==> src/rtl/seq_tx_pkg.sv <==
// Definitions shared by the 1011 frame transmitter and its detector partner:
// FSM state encoding, the preamble pattern and a small sizing helper.
package seq_tx_pkg;

    typedef enum logic [1:0] {
        IDLE = 2'd0,
        PRE  = 2'd1,
        DATA = 2'd2,
        GAP  = 2'd3
    } state_t;

    localparam int PRE_W = 4;
    localparam logic [PRE_W-1:0] PREAMBLE = 4'b1011;

    function automatic int max3(input int a, input int b, input int c);
        int m;
        m = (a > b) ? a : b;
        return (m > c) ? m : c;
    endfunction

endpackage

==> src/rtl/seq_frame_tx.sv <==
// Serial frame transmitter: accepts a payload word over valid/ready and sends
// preamble 1011, the payload MSB first, then GAP_CYC idle zeros on tx_bit.
module seq_frame_tx #(
    parameter int         DATA_W   = 8,
    parameter int         GAP_CYC  = 2,
    parameter logic [3:0] PREAMBLE = seq_tx_pkg::PREAMBLE
) (
    input  logic              clk,
    input  logic              rst,
    input  logic              in_valid,
    input  logic [DATA_W-1:0] in_data,
    output logic              in_ready,
    output logic              tx_bit,
    output logic              tx_active,
    output logic              frame_done
);
    import seq_tx_pkg::*;

    localparam int CNT_W = $clog2(max3(DATA_W, GAP_CYC, PRE_W)) + 1;

    state_t            state_q;
    logic [CNT_W-1:0]  cnt_q;
    logic [DATA_W-1:0] shift_q;
    logic              tx_bit_q;
    logic              tx_active_q;
    logic              frame_done_q;
    logic              in_ready_q;
    logic [1:0]        pre_idx;

    // cnt_q holds the index of the preamble bit currently on the line
    assign pre_idx = cnt_q[1:0] - 2'd1;

    always_ff @(posedge clk) begin
        if (rst) begin
            state_q      <= IDLE;
            cnt_q        <= '0;
            shift_q      <= '0;
            tx_bit_q     <= 1'b0;
            tx_active_q  <= 1'b0;
            frame_done_q <= 1'b0;
            in_ready_q   <= 1'b1;
        end else begin
            frame_done_q <= 1'b0;
            case (state_q)
                IDLE: begin
                    if (in_valid) begin
                        state_q     <= PRE;
                        shift_q     <= in_data;
                        cnt_q       <= CNT_W'(PRE_W - 1);
                        tx_bit_q    <= PREAMBLE[PRE_W-1];
                        tx_active_q <= 1'b1;
                        in_ready_q  <= 1'b0;
                    end
                end
                PRE: begin
                    if (cnt_q != '0) begin
                        cnt_q    <= cnt_q - CNT_W'(1);
                        tx_bit_q <= PREAMBLE[pre_idx];
                    end else begin
                        state_q      <= DATA;
                        cnt_q        <= CNT_W'(DATA_W - 1);
                        tx_bit_q     <= shift_q[DATA_W-1];
                        shift_q      <= shift_q << 1;
                        frame_done_q <= (DATA_W == 1);
                    end
                end
                DATA: begin
                    // cnt_q counts payload bits still to send after the current one
                    if (cnt_q != '0) begin
                        cnt_q        <= cnt_q - CNT_W'(1);
                        tx_bit_q     <= shift_q[DATA_W-1];
                        shift_q      <= shift_q << 1;
                        frame_done_q <= (cnt_q == CNT_W'(1));
                    end else begin
                        tx_bit_q    <= 1'b0;
                        tx_active_q <= 1'b0;
                        if (GAP_CYC > 0) begin
                            state_q <= GAP;
                            cnt_q   <= CNT_W'(GAP_CYC - 1);
                        end else begin
                            state_q    <= IDLE;
                            cnt_q      <= '0;
                            in_ready_q <= 1'b1;
                        end
                    end
                end
                GAP: begin
                    if (cnt_q != '0) begin
                        cnt_q <= cnt_q - CNT_W'(1);
                    end else begin
                        state_q    <= IDLE;
                        in_ready_q <= 1'b1;
                    end
                end
                default: begin
                    state_q    <= IDLE;
                    in_ready_q <= 1'b1;
                end
            endcase
        end
    end

    assign in_ready   = in_ready_q;
    assign tx_bit     = tx_bit_q;
    assign tx_active  = tx_active_q;
    assign frame_done = frame_done_q;

endmodule

==> config.mk <==
export PLATFORM = sky130hd
export DESIGN_NAME = seq_frame_tx
export DESIGN_NICKNAME = d
export VERILOG_FILES = /design/src/rtl/seq_tx_pkg.sv /design/src/rtl/seq_frame_tx.sv
export SDC_FILE = /design/constraint.sdc
export NUM_CORES = 1
export LEC_CHECK = 0
export CORE_MARGIN = 5
export CORE_UTILIZATION = 55
export CTS_CLUSTER_SIZE = 25
export DETAILED_ROUTE_END_ITERATION = 16
export GPL_TIMING_DRIVEN = 1
export HOLD_SLACK_MARGIN = 0.15
export PLACE_DENSITY = 0.86
export RECOVER_POWER = 25
export SLEW_MARGIN = 20
export SYNTH_ARGS = -nofsm -noshare
export SYNTH_HDL_FRONTEND = slang
export SYNTH_SLANG_ARGS = --single-unit
==> constraint.sdc <==
create_clock -name clk -period 4.32 [get_ports clk]
set_clock_uncertainty 0.05 [all_clocks]
set_input_delay 0.432 -clock clk [delete_from_list [all_inputs] [get_ports clk]]
set_output_delay 0.432 -clock clk [all_outputs]
set_load 0.005 [all_outputs]
=== Word-level counts from Yosys, hierarchy flattened ===
Index checks and enable logic that the tools add are counted.

* $add $sub $neg: 2
* $lt $le $gt $ge: 1
* Equal/unequal tests: 10
* Muxes and demuxes: 25
* Bitwise gates (word level): 2
* Reductions and logical operators: 12

{| class="wikitable"
|+ Operators by type and width
! operator !! count
|-
| 8-bit 2-to-1 mux || 3
|-
| 8-bit case mux with 3 select lines || 1
|-
| 4-bit 2-to-1 mux || 4
|-
| 4-bit case mux with 4 select lines || 1
|-
| 2-bit != test, second input constant || 6
|-
| 2-bit 2-to-1 mux || 4
|-
| 2-bit case mux with 4 select lines || 1
|-
| 4-bit AND reduction || 2
|-
| 1-bit 2-to-1 mux || 7
|-
| 3-bit AND reduction || 2
|-
| 2-bit equality test, second input constant || 2
|-
| 4-bit by 1-bit equality test with 1-bit output, second input constant || 1
|-
| 1-bit case mux with 2 select lines || 2
|-
| 2-bit AND reduction || 2
|-
| 2-bit nonzero test || 2
|-
| 4-bit nonzero test || 1
|-
| 4-bit by 1-bit subtractor with 4-bit output, second input constant || 1
|-
| 2-bit by 3-bit less-than comparator with 1-bit output, second input constant || 1
|-
| 1-bit case mux with 3 select lines || 1
|-
| 3-bit nonzero test || 1
|-
| 3-bit OR reduction || 1
|-
| 1-bit binary-select mux with 2-bit select || 1
|-
| 2-bit by 1-bit equality test with 1-bit output, second input constant || 1
|-
| 2-bit logical NOT || 1
|-
| other kinds (2) || 3
|}

* Register bits: 18
* Output and inout port bits: 4
* Logic and storage cells: 59

=== Logic depth before layout (Yosys ltp) ===
Gate-level depths: netlist (run 1).

* Depth after elaboration: 5
* Mapped depth: 8
* Depth with buffers taken out: 6

=== Worst setup path after synthesis (run 1) ===
No wires, ideal clock.

* Path type: register -> register
* Start: reg cnt_q[0]
* End: reg shift_q[2]
* Data arrival time: 1950 ps
* Setup slack: 2241 ps
* Cell stages (with the launch flop): 9
* Buffers on the path: 2
* Cell sequence: dfxtp_1 inv_1 ha_1 or3b_1 buf_6 a2111oi_4 buf_6 nor2_1 a211oi_2

* Word-level cells in the longest chain between the ends: 3

{| class="wikitable"
|+ RTL lines
! element !! RTL line !! RTL
|-
| from (decl) || seq_frame_tx.sv:22 || <nowiki>logic [CNT_W-1:0] cnt_q;</nowiki>
|-
| from (signal assigned) || seq_frame_tx.sv:49 || <nowiki>cnt_q <= CNT_W'(PRE_W - 1);</nowiki>
|-
| from (signal assigned) || seq_frame_tx.sv:57 || <nowiki>cnt_q <= cnt_q - CNT_W'(1);</nowiki>
|-
| from (signal assigned) || seq_frame_tx.sv:61 || <nowiki>cnt_q <= CNT_W'(DATA_W - 1);</nowiki>
|-
| 4-bit nonzero test (*) || seq_frame_tx.sv:56, seq_frame_tx.sv:69 ||
|-
| 2-bit != test (no source line) || n/a ||
|-
| 4-bit AND reduction (no source line) (*) || n/a ||
|-
| to (signal assigned) || seq_frame_tx.sv:48 || <nowiki>shift_q <= in_data;</nowiki>
|-
| to (signal assigned) || seq_frame_tx.sv:63 || <nowiki>shift_q <= shift_q << 1;</nowiki>
|-
| to (signal assigned) || seq_frame_tx.sv:72 || <nowiki>shift_q <= shift_q << 1;</nowiki>
|-
| to (decl) || seq_frame_tx.sv:23 || <nowiki>logic [DATA_W-1:0] shift_q;</nowiki>
|}

Mark *: on every way between the ends. The rest lies on a longest branch, timed or not.
A chain may end at the register's enable or synchronous reset.

=== Worst setup path after layout (run 1) ===
* Start: reg cnt_q[0]
* End: reg shift_q[6]

The elaborated chain is that of the path after synthesis.

==> impl_results.md, run 1 <==
- Status: finished clean
- Port buffer count: 14
- Vias in the first global route: ~850
- Drt drc: 0
- Total grt overflow: 0
- Max FO, Critical Path: 16
- Drt first pass iters: 4
- Fin Setup TNS: 0 ns
- Slew Limit Fails: 0
- H-tree level count: 1
- Via count: approximately 900
- Slew Limit Headroom: 40.4%
- Rows: 15
- GRT Overall Usage: between 10% and 20%
- Critical path type: reg2reg
- CTS tree: done
- Min Hold Slack: approximately 0.44 ns
- Tmin final: around 2.5 ns
- Die Wd: between 50 and 60 um
- Cells after synthesis: around 120
- Mapped cell area: between 1000 and 1500 um^2
- Syn_area_per_cell: 8.85 um^2
- CP peak stage delay: 0.85 ns
- Final cycle utilization of the critical path: a little under 60%
- Fin worst setup slack: between 1.5 and 2 ns
- Fmax: roughly 400 MHz
- Layout Nets: 151
- Place WS: 1.87 ns
- Synth cell types: 33
- Final Hold Viols: 0
- Clock root buffer: clkbuf_4
- DP Area: approximately 1200 um^2
- WP data required: between 4 and 5 ns
- Area leader, netlist: dfxtp_1
- Resize count post-CTS: 0
- DR WL/cell: between 10 and 15 um
- Antenna cell count: 0
- Hpwl dp: around 1500 um
- Largest net degree at the start of global routing: 17
- Vias per cell: approximately 5.8
- Mapped Nets: approximately 140
- Area Growth Syn to Fin: 14.5%
- Drt total wl: 2110 um
- CP max-delay cell: a2111oi_4
- Initial antenna violation count: 0
- Top cells by area, synth: dfxtp_1 34%, ha_1 11%, mux2i_1 7.6%
- Critical path arrival: ~2.7 ns
- Iter 0 DRT Violations: 17
- Leak pwr: about 0.48 nW
- Die area: between 2000 and 3000 um^2
- Worst hold-check path type: reg2reg
- Die H: between 50 and 60 um
- Initial Util: 59.1%
- PD cells: around 750 nW/um^2
- CTS Sinks: 18
- Final GP Congestion: 0.909
- Top Ports: 15
- CTS Buf Count: 3
- Core area: ~1800 um^2
- Number of max-cap violations: 0
- Flops & latches, synth: 18
- Sequential share of the synthesized area: around 34%
- Clock buffer depth: 2
- RSZ-0062 raised after global routing: no
- CP startpoint kind: flop
- Clock-pin slew on the worst setup and hold paths: ~0.10 ns
- Hold buffers post-CTS: 0
- Layout cells sized above 1: under 10%
- Postcts setup bufs: 0
- Cell area after layout: around 1200 um^2
- Global-route wire length before repair: between 3000 and 4000 um
- CP endpoint kind: flop
- Crit path cell chain: inv_1 > ha_1 > or3b_1 > a2111oi_4 > nor2_1 > a211oi_1
- Setup violations, final: 0
- Synth top area share: around a third
- Post-Layout Cell Count: between 150 and 200
- Placed insts: approximately 150
- Final ANT Viol Nets: 0
- Ys Warns: 0
- Maximum vdd drop: between 0.4 and 0.5 mV
- Worst Max-Slew Pin Slew: ~0.9 ns
- Clock Latency Late Sink: approximately 0.29 ns
==> power by group <==
part,switching [mW],internal (mW),leakage [nW]
combinational,0.310,0.238,0.316
sequential,0.0491,0.228,0.149
clock,0.0501,0.0324,0.0138
==> layout make-up <==
cell class                 instances  area [um^2]
clock buffer                       3         22.5
fill                             146          577
inverter                           5         18.8
multi-input combinational         89          633
sequential                        18          360
tap                               25         31.3
timing repair buffer              14          140
==> cell usage in the layout, fill, tap and decap left out, types with 2 or more instances in the layout <==
cell,count
nor2_1,19
dfxtp_1,18
ha_1,9
clkdlybuf4s50_1,9
mux2i_1,8
a211oi_1,7
a21oi_1,7
inv_1,5
dlygate4sd3_1,5
nand2_1,4
o21ai_0,4
nand3_1,4
nor3_1,4
clkbuf_4,3
a211oi_2,2
nand3b_1,2
nor4_1,2
a31oi_1,2
==> path summary, 6_finish.rpt <==
check        cells past startpoint  slack (ns)          to        from
max                              6        1.79  shift_q[6]    cnt_q[0]
min                              2        0.44  shift_q[0]  shift_q[0]
max reg2reg                      6        1.79  shift_q[6]    cnt_q[0]
min reg2reg                      2        0.44  shift_q[0]  shift_q[0]
==> worst max-delay path, delay by kind of cell, from the launching register on <==
kind,cells,cell delay [ns]
buffers and inverters,1,0.08
AOI/OAI and AO/OA,2,1.11
and+or+nand+nor,2,0.61
DFF,1,0.38
adders and majority gates,1,0.21
==> cells by family (layout without fill, tap and decap cells) <==
group / Yosys count / in the layout / synth area share [%]
buffers and inverters: 12 / 22 / 5.70
adders and majority gates: 9 / 9 / 10.7
muxes: 8 / 8 / 7.60
and+or+nand+nor: 43 / 43 / 20.4
DFF: 18 / 18 / 34.2
AOI/OAI and AO/OA: 29 / 29 / 21.4
==> flip-flops by register name, summed over array words and instances, names as in the netlist <==
| name | cells |
|---|---|
| state_q | 2 |
| tx_bit | 1 |
| shift_q | 8 |
| in_ready | 1 |
| cnt_q | 4 |
| frame_done | 1 |
| tx_active | 1 |
==> cell usage after synthesis (all sizes together) <==
library cell and n:
nor4 2, o21ba 1, nor3 4, o31ai 1
nand3 4, o21ai 4, nor2b 1, a22oi 1
buf 3, nand4 1, mux2i 8, a211oi 9
ha 9, a2111oi 1, inv 5, or2b 1
nor3b 1, and4bb 1, clkbuf 4, a21oi 7
o21bai 1, a31oi 2, or3b 1, nand2b 1
nand3b 2, a32o 1, o311a 1, nor2 19
dfxtp 18, or2 1, nand2 4
==> per-layer routing <==
metal | share of wire (%) | vias to the layer above | track usage, %
met5 | 0 | - | 0
met4 | 0.57 | 0 | 2.55
met3 | 4.2 | 2 | 5.26
met2 | 50 | 19 | 30.8
met1 | 45 | 420 | 20.6
li1 | - | 451 | -
==> metrics by stage <==
stage	power (mW)	utilization [%]
2_1_floorplan	0.736	-
3_3_place_gp	0.811	66.4
3_5_place_dp	0.831	66.4
4_1_cts	0.916	67.6
5_1_grt	0.994	67.6
6_report	0.908	67.6
Power figures use the tool's default switching activity.
==> run 2, diff against run 1 <==
--- a/config.mk
+++ b/config.mk
@@ -6,12 +6,12 @@
 export NUM_CORES = 1
 export LEC_CHECK = 0
 export CORE_MARGIN = 5
-export CORE_UTILIZATION = 55
+export CORE_UTILIZATION = 53
 export CTS_CLUSTER_SIZE = 25
 export DETAILED_ROUTE_END_ITERATION = 16
 export GPL_TIMING_DRIVEN = 1
 export HOLD_SLACK_MARGIN = 0.15
-export PLACE_DENSITY = 0.86
+export PLACE_DENSITY = 0.84
 export RECOVER_POWER = 25
 export SLEW_MARGIN = 20
 export SYNTH_ARGS = -nofsm -noshare
==> constraint.sdc (replaced) <==
create_clock -name clk -period 2.6 [get_ports clk]
set_clock_uncertainty 0.05 [all_clocks]
set_input_delay 0.26 -clock clk [delete_from_list [all_inputs] [get_ports clk]]
set_output_delay 0.26 -clock clk [all_outputs]
set_load 0.005 [all_outputs]
==> impl_results.md, run 2 (synthesis gave the netlist of run 1 again) <==
- Status: finished clean
- Top Family by Delay on Critical Path: compound AO/OA/AOI/OAI gates
- Maximum vdd drop: 0.761 mV (+57%)
- Min Hold Slack: 0.436 ns (-0.00500 ns)
- Final Core Density: 65.2% (-2.5 points)
- Clock-pin slew on the worst setup and hold paths: 0.11 ns (about the same)
- Drt drc: 0 (unchanged)
- Layout cells sized above 1: 10.4% (+3.5 points)
- # fillers: 166 (+14%)
- DR WL/cell: 14.1 um (+2.8%)
- Top Ports: 15 (unchanged)
- Core area: 1920 um^2 (+7.8%)
- CTS Sinks: 18 (unchanged)
- Die H: 54.6 um (+1.5%)
- Max FO, Critical Path: 16 (unchanged)
- Slew Limit Headroom: 67.4% (+27 points)
- Drt first pass iters: 4 (unchanged)
- Final cycle utilization of the critical path: 84.8% (+26 points)
- Final Hold Viols: 0 (unchanged)
- CP startpoint kind: flop
- Layout Nets: 155 (+2.6%)
- Fin Setup TNS: 0 ns (unchanged)
- Iter 0 DRT Violations: 16 (-1)
- CP max-delay cell: or3b_1
- Hpwl dp: 1720 um (+12%)
- Clock buffer depth: 2 (unchanged)
- Postcts setup bufs: 0 (unchanged)
- CTS tree: done
- Vias in the first global route: 937 (+11%)
- Critical path type: reg2reg
- CP endpoint kind: flop
- Final ANT Viol Nets: 0 (unchanged)
- Number of max-cap violations: 0 (unchanged)
- Die area: 2980 um^2 (+3.1%)
- Commonest non-fill, non-tap cell in the layout: nor2_1
- Initial antenna violation count: 0 (unchanged)
- Final GP Congestion: 0.918 (+1.0%)
- GRT Overall Usage: 18.3% (+1.0 points)
- Initial Util: 54.8% (-4.3 points)
- Largest net degree at the start of global routing: 17 (unchanged)
- Most frequent cells in the layout: 19 x nor2_1, 18 x dfxtp_1, 10 x clkdlybuf4s50_1
- Vias per cell: 5.73 (-1.1%)
- H-tree level count: 1 (unchanged)
- Max FFs per register: 8 (unchanged)
- Port buffer count: 14 (unchanged)
- Setup violations, final: 0 (unchanged)
- Via count: 922 (+3.4%)
- Clock root buffer: clkbuf_4
- CTS Buf Count: 3 (unchanged)
- Hold path cells: 2 (unchanged)
- Tot Pwr: 1.61 mW (+77%)
- PD cells: 1290 nW/um^2 (+71%)
- Buf+Inv Stages, Crit Path: 2 (+1)
- Path depth of the worst reg2reg path: 7 (+1)
- Die Wd: 54.6 um (+1.5%)
- Area Growth Syn to Fin: 18.9%
- Rows: 16 (+1)
- Fmax: 453 MHz (+15%)
- Global-route wire length before repair: 4000 um (+8.2%)
- Biggest register: shift_q
- Crit path cell chain: inv_1 > ha_1 > or3b_1 > a2111oi_4 > buf_4 > nor2_1 > a211oi_1
- Hold buffers post-CTS: 0 (unchanged)
- Total grt overflow: 0 (unchanged)
- WP data required: 2.77 ns (-1.71 ns)
- Worst hold-check path type: reg2reg
- Worst Max-Slew Pin Slew: 0.485 ns (-0.407 ns)
- Critical path arrival: 2.38 ns (-0.31 ns)
- Crit path depth: 7 (+1)
- Regs by FF count: shift_q: 8 flops, cnt_q: 4 flops, state_q: 2 flops
- Slew Limit Fails: 0 (unchanged)
- Leak pwr: 0.506 nW (+5.5%)
- RSZ-0062 raised after global routing: no
- CP peak stage delay: 0.50 ns (-0.35 ns)
- Antenna cell count: 0 (unchanged)
- Tmin final: 2.21 ns (-0.322 ns)
- Clock Latency Late Sink: 0.30 ns (about the same)
- Drt total wl: 2270 um (+7.5%)
- Resize count post-CTS: 0 (unchanged)
[run 2: cell types whose count changed in the layout (fill, tap and decap cells not counted)]
cell / delta
dlygate4sd3_1: -1
buf_4: +4
clkdlybuf4s50_1: +1
clkbuf_8: +1
[run 2: power by group]
part,total [mW],internal (mW),switching (mW)
combinational,0.967,0.434,0.533
clock,0.177,0.0855,0.0919
sequential,0.465,0.379,0.0854
total,1.61,0.899,0.711
[run 2: final cells by class]
cell class                      instances  area (um^2)  area share (%)
Clock buffer                            4         36.3            2.90
Inverter                                5         18.8            1.50
Multi-Input combinational cell         89          633            50.5
Sequential cell                        18          360            28.8
Tap cell                               27         33.8            2.70
Timing Repair Buffer                   18          170            13.6
[run 2: worst min-delay path, stage by stage, from the launching register on]
cell,delay (ns)
dfxtp_1,0.33
nand2b_1,0.07
a21oi_1,0.05
[run 2: final timing paths]
check / start / end / slack (ns)
worst max register to register: cnt_q[0] / shift_q[1] / 0.39
worst min register to register: shift_q[0] / shift_q[0] / 0.44
worst min-delay path: shift_q[0] / shift_q[0] / 0.44
worst max-delay path: cnt_q[0] / shift_q[1] / 0.39
[run 2: per-stage QoR]
| stage | cell area, um^2 | setup WS (ns) | std cells |
|---|---|---|---|
| 6_report | 1250 | 0.394 | 161 |
| 5_1_grt | 1250 | 0.251 | 161 |
| 2_1_floorplan | 1050 | 0.521 | 119 |
| 4_1_cts | 1250 | 0.383 | 161 |
| 3_5_place_dp | 1220 | 0.405 | 157 |
| 3_3_place_gp | 1220 | 0.518 | 157 |
[run 2: routing by layer]
| layer | track usage (%) | part of all wire (%) | up-vias |
|---|---|---|---|
| met2 | 32.1 | 51 | 25 |
| met4 | 8.30 | 2.7 | 0 |
| met1 | 21.3 | 42 | 429 |
| li1 | - | - | 459 |
| met5 | 0 | 0 | - |
| met3 | 3.27 | 4.1 | 9 |
